<file path="src/rtl/cam_pkg.sv">
// Shared constants and state encoding for the CAM search path.
// The CAM RAM uses the same constants as the search controller.
package cam_pkg;

   localparam int CAM_DATA_W = 4;
   localparam int CAM_ADDR_W = 4;
   localparam int CAM_DEPTH  = 2 ** CAM_ADDR_W;
   localparam int CAM_CNT_W  = CAM_ADDR_W + 1;

   typedef enum logic [1:0] {
      ST_IDLE    = 2'd0,
      ST_ISSUE   = 2'd1,
      ST_CAPTURE = 2'd2,
      ST_EMIT    = 2'd3
   } cam_state_e;

endpackage

</file>
<file path="src/rtl/cam_prio_enc.sv">
// Lowest-set-bit priority encoder for the CAM match bitmap.
// Gives the index, a one-hot clear mask, and any-set/exactly-one flags.
module cam_prio_enc #(
   parameter int AW = 4
) (
   input  logic [2**AW-1:0] i_vec,
   output logic [AW-1:0]    o_idx,
   output logic [2**AW-1:0] o_mask,
   output logic             o_any,
   output logic             o_one
);

   localparam int D = 2 ** AW;
   localparam logic [D-1:0] ONE = D'(1);

   // Scan from the top so the lowest set bit wins.
   always_comb begin
      o_idx = '0;
      for (int i = D - 1; i >= 0; i--) begin
         if (i_vec[i]) o_idx = AW'(i);
      end
   end

   // Two's-complement trick isolates the lowest set bit.
   assign o_mask = i_vec & (~i_vec + ONE);
   assign o_any  = |i_vec;
   assign o_one  = o_any && ((i_vec & (i_vec - ONE)) == '0);

endmodule

</file>
<file path="src/rtl/cam_match_reader.sv">
// Search-side controller: issues a key to the CAM, captures the match
// bitmap and streams matching addresses lowest first.
module cam_match_reader
   import cam_pkg::*;
#(
   parameter int DATA_WIDTH = CAM_DATA_W,
   parameter int ADDR_WIDTH = CAM_ADDR_W
) (
   input  logic                     clk,
   input  logic                     rst_n,
   input  logic [DATA_WIDTH-1:0]    s_key,
   input  logic                     s_valid,
   output logic                     s_ready,
   output logic [DATA_WIDTH-1:0]    cam_key,
   input  logic [2**ADDR_WIDTH-1:0] cam_match,
   output logic [ADDR_WIDTH-1:0]    m_addr,
   output logic                     m_valid,
   input  logic                     m_ready,
   output logic                     m_last,
   output logic [ADDR_WIDTH:0]      match_count,
   output logic                     miss,
   output logic                     done
);

   localparam int DEPTH = 2 ** ADDR_WIDTH;
   localparam int CNT_W = ADDR_WIDTH + 1;

   cam_state_e              r_state;
   logic [DATA_WIDTH-1:0]   r_cam_key;
   logic [DEPTH-1:0]        r_pending;
   logic [CNT_W-1:0]        r_count;
   logic                    r_miss;
   logic                    r_done;

   logic [ADDR_WIDTH-1:0]   w_idx;
   logic [DEPTH-1:0]        w_mask;
   logic                    w_any;
   logic                    w_one;
   logic [CNT_W-1:0]        w_popcnt;

   cam_prio_enc #(
      .AW (ADDR_WIDTH)
   ) u_enc (
      .i_vec  (r_pending),
      .o_idx  (w_idx),
      .o_mask (w_mask),
      .o_any  (w_any),
      .o_one  (w_one)
   );

   // Population count of the raw bitmap; wide enough for a full hit.
   always_comb begin
      w_popcnt = '0;
      for (int i = 0; i < DEPTH; i++) begin
         w_popcnt = w_popcnt + CNT_W'(cam_match[i]);
      end
   end

   // Search FSM: accept, wait for registered CAM read, stream matches.
   always_ff @(posedge clk or negedge rst_n) begin
      if (!rst_n) begin
         r_state   <= ST_IDLE;
         r_cam_key <= '0;
         r_pending <= '0;
         r_count   <= '0;
         r_miss    <= 1'b0;
         r_done    <= 1'b0;
      end else begin
         r_done <= 1'b0;
         unique case (r_state)
            ST_IDLE: begin
               if (s_valid) begin
                  r_cam_key <= s_key;
                  r_miss    <= 1'b0;
                  r_state   <= ST_ISSUE;
               end
            end
            ST_ISSUE: begin
               r_state <= ST_CAPTURE;
            end
            ST_CAPTURE: begin
               r_pending <= cam_match;
               r_count   <= w_popcnt;
               if (w_popcnt == '0) begin
                  r_miss  <= 1'b1;
                  r_done  <= 1'b1;
                  r_state <= ST_IDLE;
               end else begin
                  r_state <= ST_EMIT;
               end
            end
            ST_EMIT: begin
               if (m_ready) begin
                  r_pending <= r_pending & ~w_mask;
                  if (w_one) begin
                     r_done  <= 1'b1;
                     r_state <= ST_IDLE;
                  end
               end
            end
            default: r_state <= ST_IDLE;
         endcase
      end
   end

   // Stream outputs come straight from state and pending registers.
   assign s_ready     = (r_state == ST_IDLE);
   assign m_valid     = (r_state == ST_EMIT) && w_any;
   assign m_addr      = w_idx;
   assign m_last      = m_valid && w_one;
   assign cam_key     = r_cam_key;
   assign match_count = r_count;
   assign miss        = r_miss;
   assign done        = r_done;

endmodule

</file>
<file path="config.mk">
export PLATFORM = sky130hd
export DESIGN_NAME = cam_match_reader
export DESIGN_NICKNAME = d
export VERILOG_FILES = /design/src/rtl/cam_pkg.sv /design/src/rtl/cam_prio_enc.sv /design/src/rtl/cam_match_reader.sv
export SDC_FILE = /design/constraint.sdc
export NUM_CORES = 1
export LEC_CHECK = 0
export ABC_AREA = 0
export CELL_PAD_IN_SITES_DETAIL_PLACEMENT = 1
export CELL_PAD_IN_SITES_GLOBAL_PLACEMENT = 2
export CORE_MARGIN = 8
export CORE_UTILIZATION = 31
export CTS_BUF_LIST = sky130_fd_sc_hd__clkbuf_8
export CTS_CLUSTER_SIZE = 12
export DETAILED_ROUTE_END_ITERATION = 6
export PLACE_DENSITY_LB_ADDON = 0.08
export SETUP_SLACK_MARGIN = 0.05
export SYNTH_ARGS = -nofsm -noshare
export SYNTH_HDL_FRONTEND = slang
export SYNTH_HIERARCHICAL = 1
export SYNTH_SLANG_ARGS = --single-unit
</file>
<file path="constraint.sdc">
create_clock -name clk -period 3.61 [get_ports clk]
set_clock_uncertainty 0.15 [all_clocks]
set_input_delay 0.5415 -clock clk [delete_from_list [all_inputs] [get_ports clk]]
set_output_delay 0.5415 -clock clk [all_outputs]
set_load 0.05 [all_outputs]
</file>
==> impl_metrics.ini, run 1 <==
[logic_synthesis]
synth-xor-area-share_pct = 0.822
synthFlopType = dfrtp_1
ys_seq_area_share_pct = 34.1
yosysTopAreaCell = dfrtp_1
synth_mux_area_share_pct = 2.11
yosys.area_share.adder_pct = 12.8
yosysUniqueCellTypes = 44
yosysMostFrequentCell = nand2_1
async_flop_share_pct = 100
yosysWarnings = 6
synth_area_mm2 = 0.00213
ys_ff_latch = 29
syn_avg_cell_area_um2 = 8.32
synth-simple-area-share_pct = 28.3
synth.area.top_cells = dfrtp_1 (34%), fa_1 (9.4%), nand2_1 (9.2%), inv_1 (4.6%), nand3_1 (4.5%)
synth_nets = 295
synth_compound_area_share_pct = 14.5
yosysTopAreaCellShare_pct = 34.1
synth_cells = 256
synth_top_family_by_area = simple AND/OR/NAND/NOR gates
synthTopCellsByCount = nand2_1 (52), dfrtp_1 (29), inv_1 (26), nand3_1 (19), o21ai_0 (14)
synth_edf_count = 0

[final_layout]
multi_input_area_mm2 = 0.00129
antenna_cells = 0
fin_nets = 353
drive_above_1_share_pct = 20.0
stdcell_count = 395
finish.utilization_pct = 43.6
area_growth_pct = 37.6
finish.instance_area_mm2 = 0.00293
regArea_um2 = 726
fillers = 800

[placement]
place_area_mm2 = 0.00277
post-place-cells = 385
gp_congestion = 0.814
dp_hpwl_um = 4860
port_buffers = 41

[sta]
finalMaxSlewViolations = 0
fmax_mhz = 246
rsz0062_at_grt = yes
setup_viol = 8
hold_violations = 0
min_period_ns = 4.07
finalSetupTns_ns = -2.56
fin_ws_ns = -0.461
finalCritPeriodShare_pct = 113
worst_slew_pin_slew_ns = 1.22
max_slew_margin_pct = 18.6

[floorplan]
core_mm2 = 0.00672
rows = 30
die_h_um = 98.9
start_util_pct = 31.7
die_area_mm2 = 0.00978
io_pins = 42
die-width_um = 98.9

[detailed_routing]
viasPerCell = 4.99
drc = 0
ant_nets = 0
drtPass1Iterations = 4
first_iter_violations = 54
via_count = 1972
wl_per_cell_um = 15.5
wirelength_um = 6110

[worst_setup_path]
cp.required_ns = 3.68
worst_ep_arrival_time_ns = 4.14
rr_worst_depth = 7
criticalPathCategory = in2reg
worstSetupEndpointType = flip-flop
startpoint_type = primary input
crit_fanout = 4

[run_status]
violations = negative setup slack
status = finished, violations left

[clock_tree]
cts_root_buffer = clkbuf_8
cts_hold_buf = 0
clk_path_buf_depth = 2
cts_buffers = 5
h-tree-depth = 2
cts_tree = yes
worstSkewPairLatency_ns = 0.28
clk_pin_slew_ns = 0.07
clock_sinks = 29

[power]
ir_drop_mv = 0.431
powerDensity_mw_per_mm2 = 968
p_leak_nw = 1.33
power.total_mw = 2.84

[global_routing]
grt_pass1_vias = 2160
grt_pass1_wl_um = 10700
grt_start_max_net_pins = 33
grt_use_total_pct = 13.5
overflow = 0
antenna_found_initial = 0

[worst_hold_path]
min_path_cells = 2
hold_path.class = reg2reg

[job]
drv_cap = 0
-- timing repair --
action                                  CTS  global route
gates resized for setup                  37             9
pin swaps                                10             1
buffers inserted                          2             0
endpoints found under the setup margin    9            10
-- final cells by class --
type / instances / area share, %
Multi-Input combinational cell: 188 / 44.1
Clock buffer: 6 / 2.82
Sequential cell: 29 / 24.7
Clock inverter: 2 / 1.15
Tap cell: 80 / 3.41
Timing Repair Buffer: 64 / 20.2
Inverter: 26 / 3.58
-- routing by layer --
layer  share of wire (%)  track usage (%)  vias to the layer above
met3                 3.0             3.03                        7
met2                  45             21.3                       29
met1                  51             17.9                      950
li1                    -                -                      986
met4                 1.2             4.25                        0
met5                   0                0                        -
-- placed cells by master (no fill, tap or decap), types with 3 or more instances in the layout --
master and instances:
and3_1 8, nor4_1 4, fa_1 8, o21ai_0 13
nor3b_1 4, buf_4 22, nor3_1 6, clkdlybuf4s15_1 3
mux2_2 4, nor2_1 11, nand2_1 52, nand3_1 19
o21ai_1 4, inv_1 19, and2_1 4, a21boi_0 3
inv_2 7, buf_2 3, nand2b_1 3, dfrtp_1 29
a21oi_1 5, ha_1 4, clkbuf_8 6, clkdlybuf4s50_1 30
-- registers in the layout, summed over array words and instances (netlist names) --
name         cells
r_state          2
r_pending       16
miss             1
match_count      5
cam_key          4
done             1
-- worst paths after layout --
kind	startpoint	slack, ns	end
max reg2reg	r_pending[1]	0.79	r_state[0]
min in group asynchronous	rst_n	0.51	cam_key[3]
max in group asynchronous	rst_n	2.51	r_pending[7]
min reg2reg	match_count[3]	0.33	match_count[3]
max	cam_match[11]	-0.46	miss
min	match_count[3]	0.33	match_count[3]
-- per-stage QoR --
| step | hold WS, ns | worst slack, ns |
|---|---|---|
| 5_1_grt | 0.368 | -0.592 |
| 3_3_place_gp | 0.313 | -1.22 |
| 6_report | 0.329 | -0.461 |
| 2_1_floorplan | 0.0959 | -0.515 |
| 3_5_place_dp | 0.321 | -1.25 |
| 4_1_cts | 0.337 | -0.465 |
-- power by group --
part | switching (mW) | leakage (nW) | total [mW] | internal, mW
Sequential | 0.241 | 0.357 | 0.722 | 0.481
Clock | 0.127 | 0.0626 | 0.349 | 0.222
Combinational | 1.03 | 0.911 | 1.77 | 0.736
-- kinds of logic (layout without fill, tap and decap cells) --
logic type | Yosys count | in the layout
compound gates | 44 | 44
fa+ha+maj | 16 | 16
flops | 29 | 29
buf+inv | 39 | 98
simple gates | 122 | 122
xor+xnor | 2 | 2
mux | 4 | 4
-- worst max-delay path: stages --
cell and delay, ns:
buf_8 0.10, fa_1 0.52, inv_1 0.05, fa_1 0.50, inv_2 0.05, fa_1 0.51
inv_2 0.04, fa_1 0.51, inv_2 0.05, ha_4 0.16, fa_2 0.49, a2111oi_4 0.43
a22o_1 0.20
Power figures use the tool's default switching activity.
==> inputs of run 2 (changes only) <==
--- a/config.mk
+++ b/config.mk
@@ -14,7 +14,7 @@
 export CTS_CLUSTER_SIZE = 12
 export DETAILED_ROUTE_END_ITERATION = 6
 export PLACE_DENSITY_LB_ADDON = 0.08
-export SETUP_SLACK_MARGIN = 0.05
+export SETUP_SLACK_MARGIN = 0.02
 export SYNTH_ARGS = -nofsm -noshare
 export SYNTH_HDL_FRONTEND = slang
 export SYNTH_HIERARCHICAL = 1
==> run 2 against run 1 <==
The flow still finishes with violations (negative setup slack). Total power fell by 0.49%. Maximum frequency hardly changed. Sequential share of layout area up 0.095 points. Via count rose by 0.20%. Design area fell by 0.38%. Final cell count unchanged. Core utilization shrank 0.17 points. Wire length shrank 0.54%. Global-route usage unchanged. Setup slack worse by 0.0019 ns. Flip-flop and latch count stayed put. Clock power barely moved. Critical path type unchanged. Highest routed layer unchanged.
==> impl_metrics.ini, run 2 (synthesis results as in run 1) <==
[run_status]
status = finished, violations left
violations = negative setup slack

[power]
powerDensity_mw_per_mm2 = 966
p_leak_nw = 1.32
ir_drop_mv = 0.431

[floorplan]
die_area_mm2 = 0.00978
core_mm2 = 0.00672
start_util_pct = 31.7
die_h_um = 98.9
io_pins = 42
die-width_um = 98.9
rows = 30

[sta]
fmax_mhz = 246
min_period_ns = 4.07
finalSetupTns_ns = -2.58
worst_slew_pin_slew_ns = 1.22
finalCritPeriodShare_pct = 113
rsz0062_at_grt = yes
fin_ws_ns = -0.463
setup_viol = 8
max_slew_margin_pct = 18.6
finalMaxSlewViolations = 0
hold_violations = 0

[detailed_routing]
wirelength_um = 6070
ant_nets = 0
first_iter_violations = 53
via_count = 1976
wl_per_cell_um = 15.4
drc = 0
viasPerCell = 5.00
drtPass1Iterations = 4

[worst_hold_path]
hold_path.class = reg2reg

[job]
drv_cap = 0

[worst_setup_path]
cp.required_ns = 3.68
crit_fanout = 4
criticalPathCategory = in2reg
worst_ep_arrival_time_ns = 4.14
startpoint_type = primary input
worstSetupEndpointType = flip-flop

[final_layout]
largest_register = r_pending
finish.instance_area_mm2 = 0.00292
largest_reg_flops = 16
final_cell_mix = nand2_1 (52), clkdlybuf4s50_1 (30), dfrtp_1 (29)
drive_above_1_share_pct = 20.0
layout_commonest_cell = nand2_1
area_growth_pct = 37.1
fin_nets = 353
antenna_cells = 0

[global_routing]
antenna_found_initial = 0
grt_use_total_pct = 13.5
grt_start_max_net_pins = 33
grt_pass1_vias = 2160
overflow = 0
grt_pass1_wl_um = 10700

[clock_tree]
clk_path_buf_depth = 2
h-tree-depth = 2
cts_root_buffer = clkbuf_8
worstSkewPairLatency_ns = 0.28
cts_buffers = 5
cts_tree = yes
clock_sinks = 29
clk_pin_slew_ns = 0.07

[placement]
dp_hpwl_um = 4860
gp_congestion = 0.814
place_area_mm2 = 0.00277
port_buffers = 41
run 2: worst paths after layout:
path,from,end,slack [ns],depth (start not counted)
hold reg to reg,match_count[3],match_count[3],0.33,2
setup reg to reg,r_pending[1],r_state[0],0.79,7
max in group asynchronous,rst_n,r_pending[6],2.51,2
setup / recovery,cam_match[11],miss,-0.46,13
min in group asynchronous,rst_n,cam_key[3],0.51,2
hold / removal,match_count[3],match_count[3],0.33,2
run 2: repair_timing:
item	CTS	global route
setup endpoints to repair	9	10
hold buffers	0	0
resized for setup	37	8
pin swaps	10	1
buffers inserted	2	0
run 2: through the flow:
stage	power [mW]	util, %	worst slack [ns]	hold slack, ns	instances
floorplan	1.85	-	-0.515	0.0959	256
global placement	2.40	41.2	-1.22	0.313	385
detailed placement	2.42	41.2	-1.25	0.321	385
CTS	2.83	43.2	-0.465	0.337	395
global route	3.06	43.5	-0.592	0.368	395
finish	2.82	43.5	-0.463	0.329	395
run 2: layout make-up:
type | instances | area, um^2
clock inverter | 2 | 33.8
timing repair buffer | 64 | 592
sequential | 29 | 726
tap | 80 | 100
multi-input combinational | 188 | 1280
fill | 802 | 3800
inverter | 26 | 105
clock buffer | 6 | 82.6
run 2: critical path, stage by stage:
cell       delay (ns)
buf_8            0.10
fa_1             0.52
inv_1            0.05
fa_1             0.50
inv_2            0.04
fa_1             0.51
inv_2            0.04
fa_1             0.51
inv_2            0.05
ha_4             0.16
fa_2             0.49
a2111oi_4        0.43
a22o_1           0.20
run 2: metal layers:
layer	up-vias	GRT usage, %	wire (um)
met4	0	4.25	74
met1	957	17.9	3080
li1	984	-	-
met2	28	21.3	2740
met3	7	3.03	174
met5	-	0	0
run 2: report_power, final:
| group | internal [mW] | switching (mW) |
|---|---|---|
| clock network | 0.222 | 0.126 |
| registers | 0.481 | 0.240 |
| logic | 0.735 | 1.02 |
| total | 1.44 | 1.39 |
==> inputs of run 3 (changes only) <==
--- a/config.mk
+++ b/config.mk
@@ -13,7 +13,7 @@
 export CTS_BUF_LIST = sky130_fd_sc_hd__clkbuf_8
 export CTS_CLUSTER_SIZE = 12
 export DETAILED_ROUTE_END_ITERATION = 6
-export PLACE_DENSITY_LB_ADDON = 0.08
+export PLACE_DENSITY = 0.81
 export SETUP_SLACK_MARGIN = 0.02
 export SYNTH_ARGS = -nofsm -noshare
 export SYNTH_HDL_FRONTEND = slang
==> run 3 against run 2 <==
Design area rose by 1.7%. Maximum frequency fell by 2.6%. Non-clock buffer count is 2 higher. Global-route usage decreased by 0.94 points. Highest routed layer unchanged. Clock power is essentially flat. Clock-buffer cell count did not move. Largest power group unchanged. Flip-flop and latch count did not move. The run still ends with negative setup slack left. Critical path depth is 2 higher. Worst hold slack lost 0.011 ns. Sequential share of layout area shrank 0.41 points. Final cell count up 0.51%. Die area unchanged.
==> impl_metrics.ini, run 3 (synthesis results as in run 1) <==
[run_status]
status = finished, violations left
violations = negative setup slack

[final_layout]
layout_commonest_cell = nand2_1
fin_nets = 355
area_growth_pct = 39.4
largest_reg_flops = 16
finish.instance_area_mm2 = 0.00297
drive_above_1_share_pct = 23.3
largest_register = r_pending
final_cell_mix = nand2_1 (52), clkdlybuf4s50_1 (31), dfrtp_1 (29)
fillers = 797
antenna_cells = 0

[sta]
rsz0062_at_grt = yes
finalCritPeriodShare_pct = 116
finalMaxSlewViolations = 0
hold_violations = 0
worst_slew_pin_slew_ns = 1.18
setup_viol = 8
max_slew_margin_pct = 21.5
fmax_mhz = 239
finalSetupTns_ns = -3.36
fin_ws_ns = -0.571
holdWs_ns = 0.317
min_period_ns = 4.18

[power]
internal_power_mw = 1.49
p_leak_nw = 1.32
power_frac_seq_pct = 24.5
power.total_mw = 2.89
powerDensity_mw_per_mm2 = 974
p_switching_mw = 1.40
ir_drop_mv = 0.354
clkPwrFrac_pct = 12.0
swShare_pct = 48.4
power_frac_comb_pct = 63.5

[clock_tree]
clock_sinks = 29
h-tree-depth = 2
worstSkewPairLatency_ns = 0.28
clk_path_buf_depth = 2
clk_pin_slew_ns = 0.06
cts_root_buffer = clkbuf_8
cts_tree = yes
cts_buffers = 5

[detailed_routing]
viasPerCell = 4.88
drtPass1Iterations = 4
first_iter_violations = 73
wl_per_cell_um = 15.1
drc = 0
ant_nets = 0
via_count = 1938
wirelength_um = 6000

[global_routing]
overflow = 0
grt_start_max_net_pins = 33
antenna_found_initial = 0
grt_pass1_vias = 2070
grt_pass1_wl_um = 10200
grt_use_total_pct = 12.6

[worst_setup_path]
criticalPathCategory = in2reg
cp.required_ns = 3.68
startpoint_type = primary input
critPathTopFamily = adder cells
worst_ep_arrival_time_ns = 4.25
slowest_delay_ns = 0.54
cp.buffers_inverters = 5
worstSetupEndpointType = flip-flop
cp_cell_sequence = buf_6 > fa_1 > inv_2 > fa_1 > inv_1 > fa_1 > inv_2 > fa_2 > inv_2 > ha_4 > fa_2 > a211oi_2 > a31oi_2 > a2111oi_4 > a22o_1
slowest_stage = fa_1
crit_fanout = 4

[placement]
port_buffers = 41
gp_congestion = 0.795
dp_hpwl_um = 4730
pre_cts_slack_ns = -1.30
place_area_mm2 = 0.00276

[worst_hold_path]
hold_path.class = reg2reg

[floorplan]
die_h_um = 98.9
die_area_mm2 = 0.00978
io_pins = 42
core_mm2 = 0.00672
rows = 30
start_util_pct = 31.7
die-width_um = 98.9

[job]
drv_cap = 0
[run 3: cell count changes in the layout (fill, tap and decap cells not counted), moves of 2 or more]
cell,change
buf_6,+4
clkbuf_2,+4
inv_2,+2
inv_1,-2
clkdlybuf4s15_1,-3
buf_2,-2
ha_1,-2
ha_4,+2
[run 3: layout make-up]
| cell class | instances | area [um^2] | share of cell area [%] |
|---|---|---|---|
| Clock buffer | 6 | 82.6 | 2.78 |
| Timing Repair Buffer | 66 | 603 | 20.3 |
| Sequential cell | 29 | 726 | 24.4 |
| Clock inverter | 2 | 33.8 | 1.14 |
| Multi-Input combinational cell | 188 | 1320 | 44.4 |
| Inverter | 26 | 105 | 3.54 |
| Tap cell | 80 | 100 | 3.37 |
[run 3: worst paths after layout]
kind / startpoint / endpoint / slack (ns) / depth (start not counted)
min in group asynchronous: rst_n / r_pending[2] / 0.50 / 2
min: match_count[3] / match_count[3] / 0.32 / 2
max reg2reg: r_pending[2] / r_state[0] / 0.86 / 7
max: cam_match[11] / miss / -0.57 / 15
min reg2reg: match_count[3] / match_count[3] / 0.32 / 2
max in group asynchronous: rst_n / r_pending[9] / 2.53 / 2
[run 3: worst min-delay path, stage by stage, from the launching register on]
cell and delay, ns:
dfrtp_1 0.34, nand2_1 0.05, nand2_1 0.05
[run 3: metrics by stage]
step / util, % / std cells
floorplan: - / 256
global placement: 41.1 / 384
detailed placement: 41.1 / 384
CTS: 43.3 / 394
global route: 44.2 / 397
finish: 44.2 / 397
[run 3: power groups by stage]
stage | sequential, mW | combinational [mW] | clock (mW)
floorplan | 0.822 | 1.03 | 0
global placement | 0.709 | 1.64 | 0
detailed placement | 0.716 | 1.67 | 0
CTS | 0.708 | 1.76 | 0.355
global route | 0.743 | 2.00 | 0.365
finish | 0.710 | 1.84 | 0.346
[run 3: what timing repair did]
item,CTS,global route
pin swaps,15,17
gates resized for setup,36,21
setup buffers,2,3
hold buffers,0,0
hold endpoints to repair,0,0
setup endpoints to repair,9,8
[run 3: routing by layer]
metal	wire length (um)	up-vias	GRT usage, %
met2	2990	21	20.9
li1	-	991	-
met4	68	0	3.54
met3	113	5	1.90
met1	2830	921	16.4
met5	0	-	0
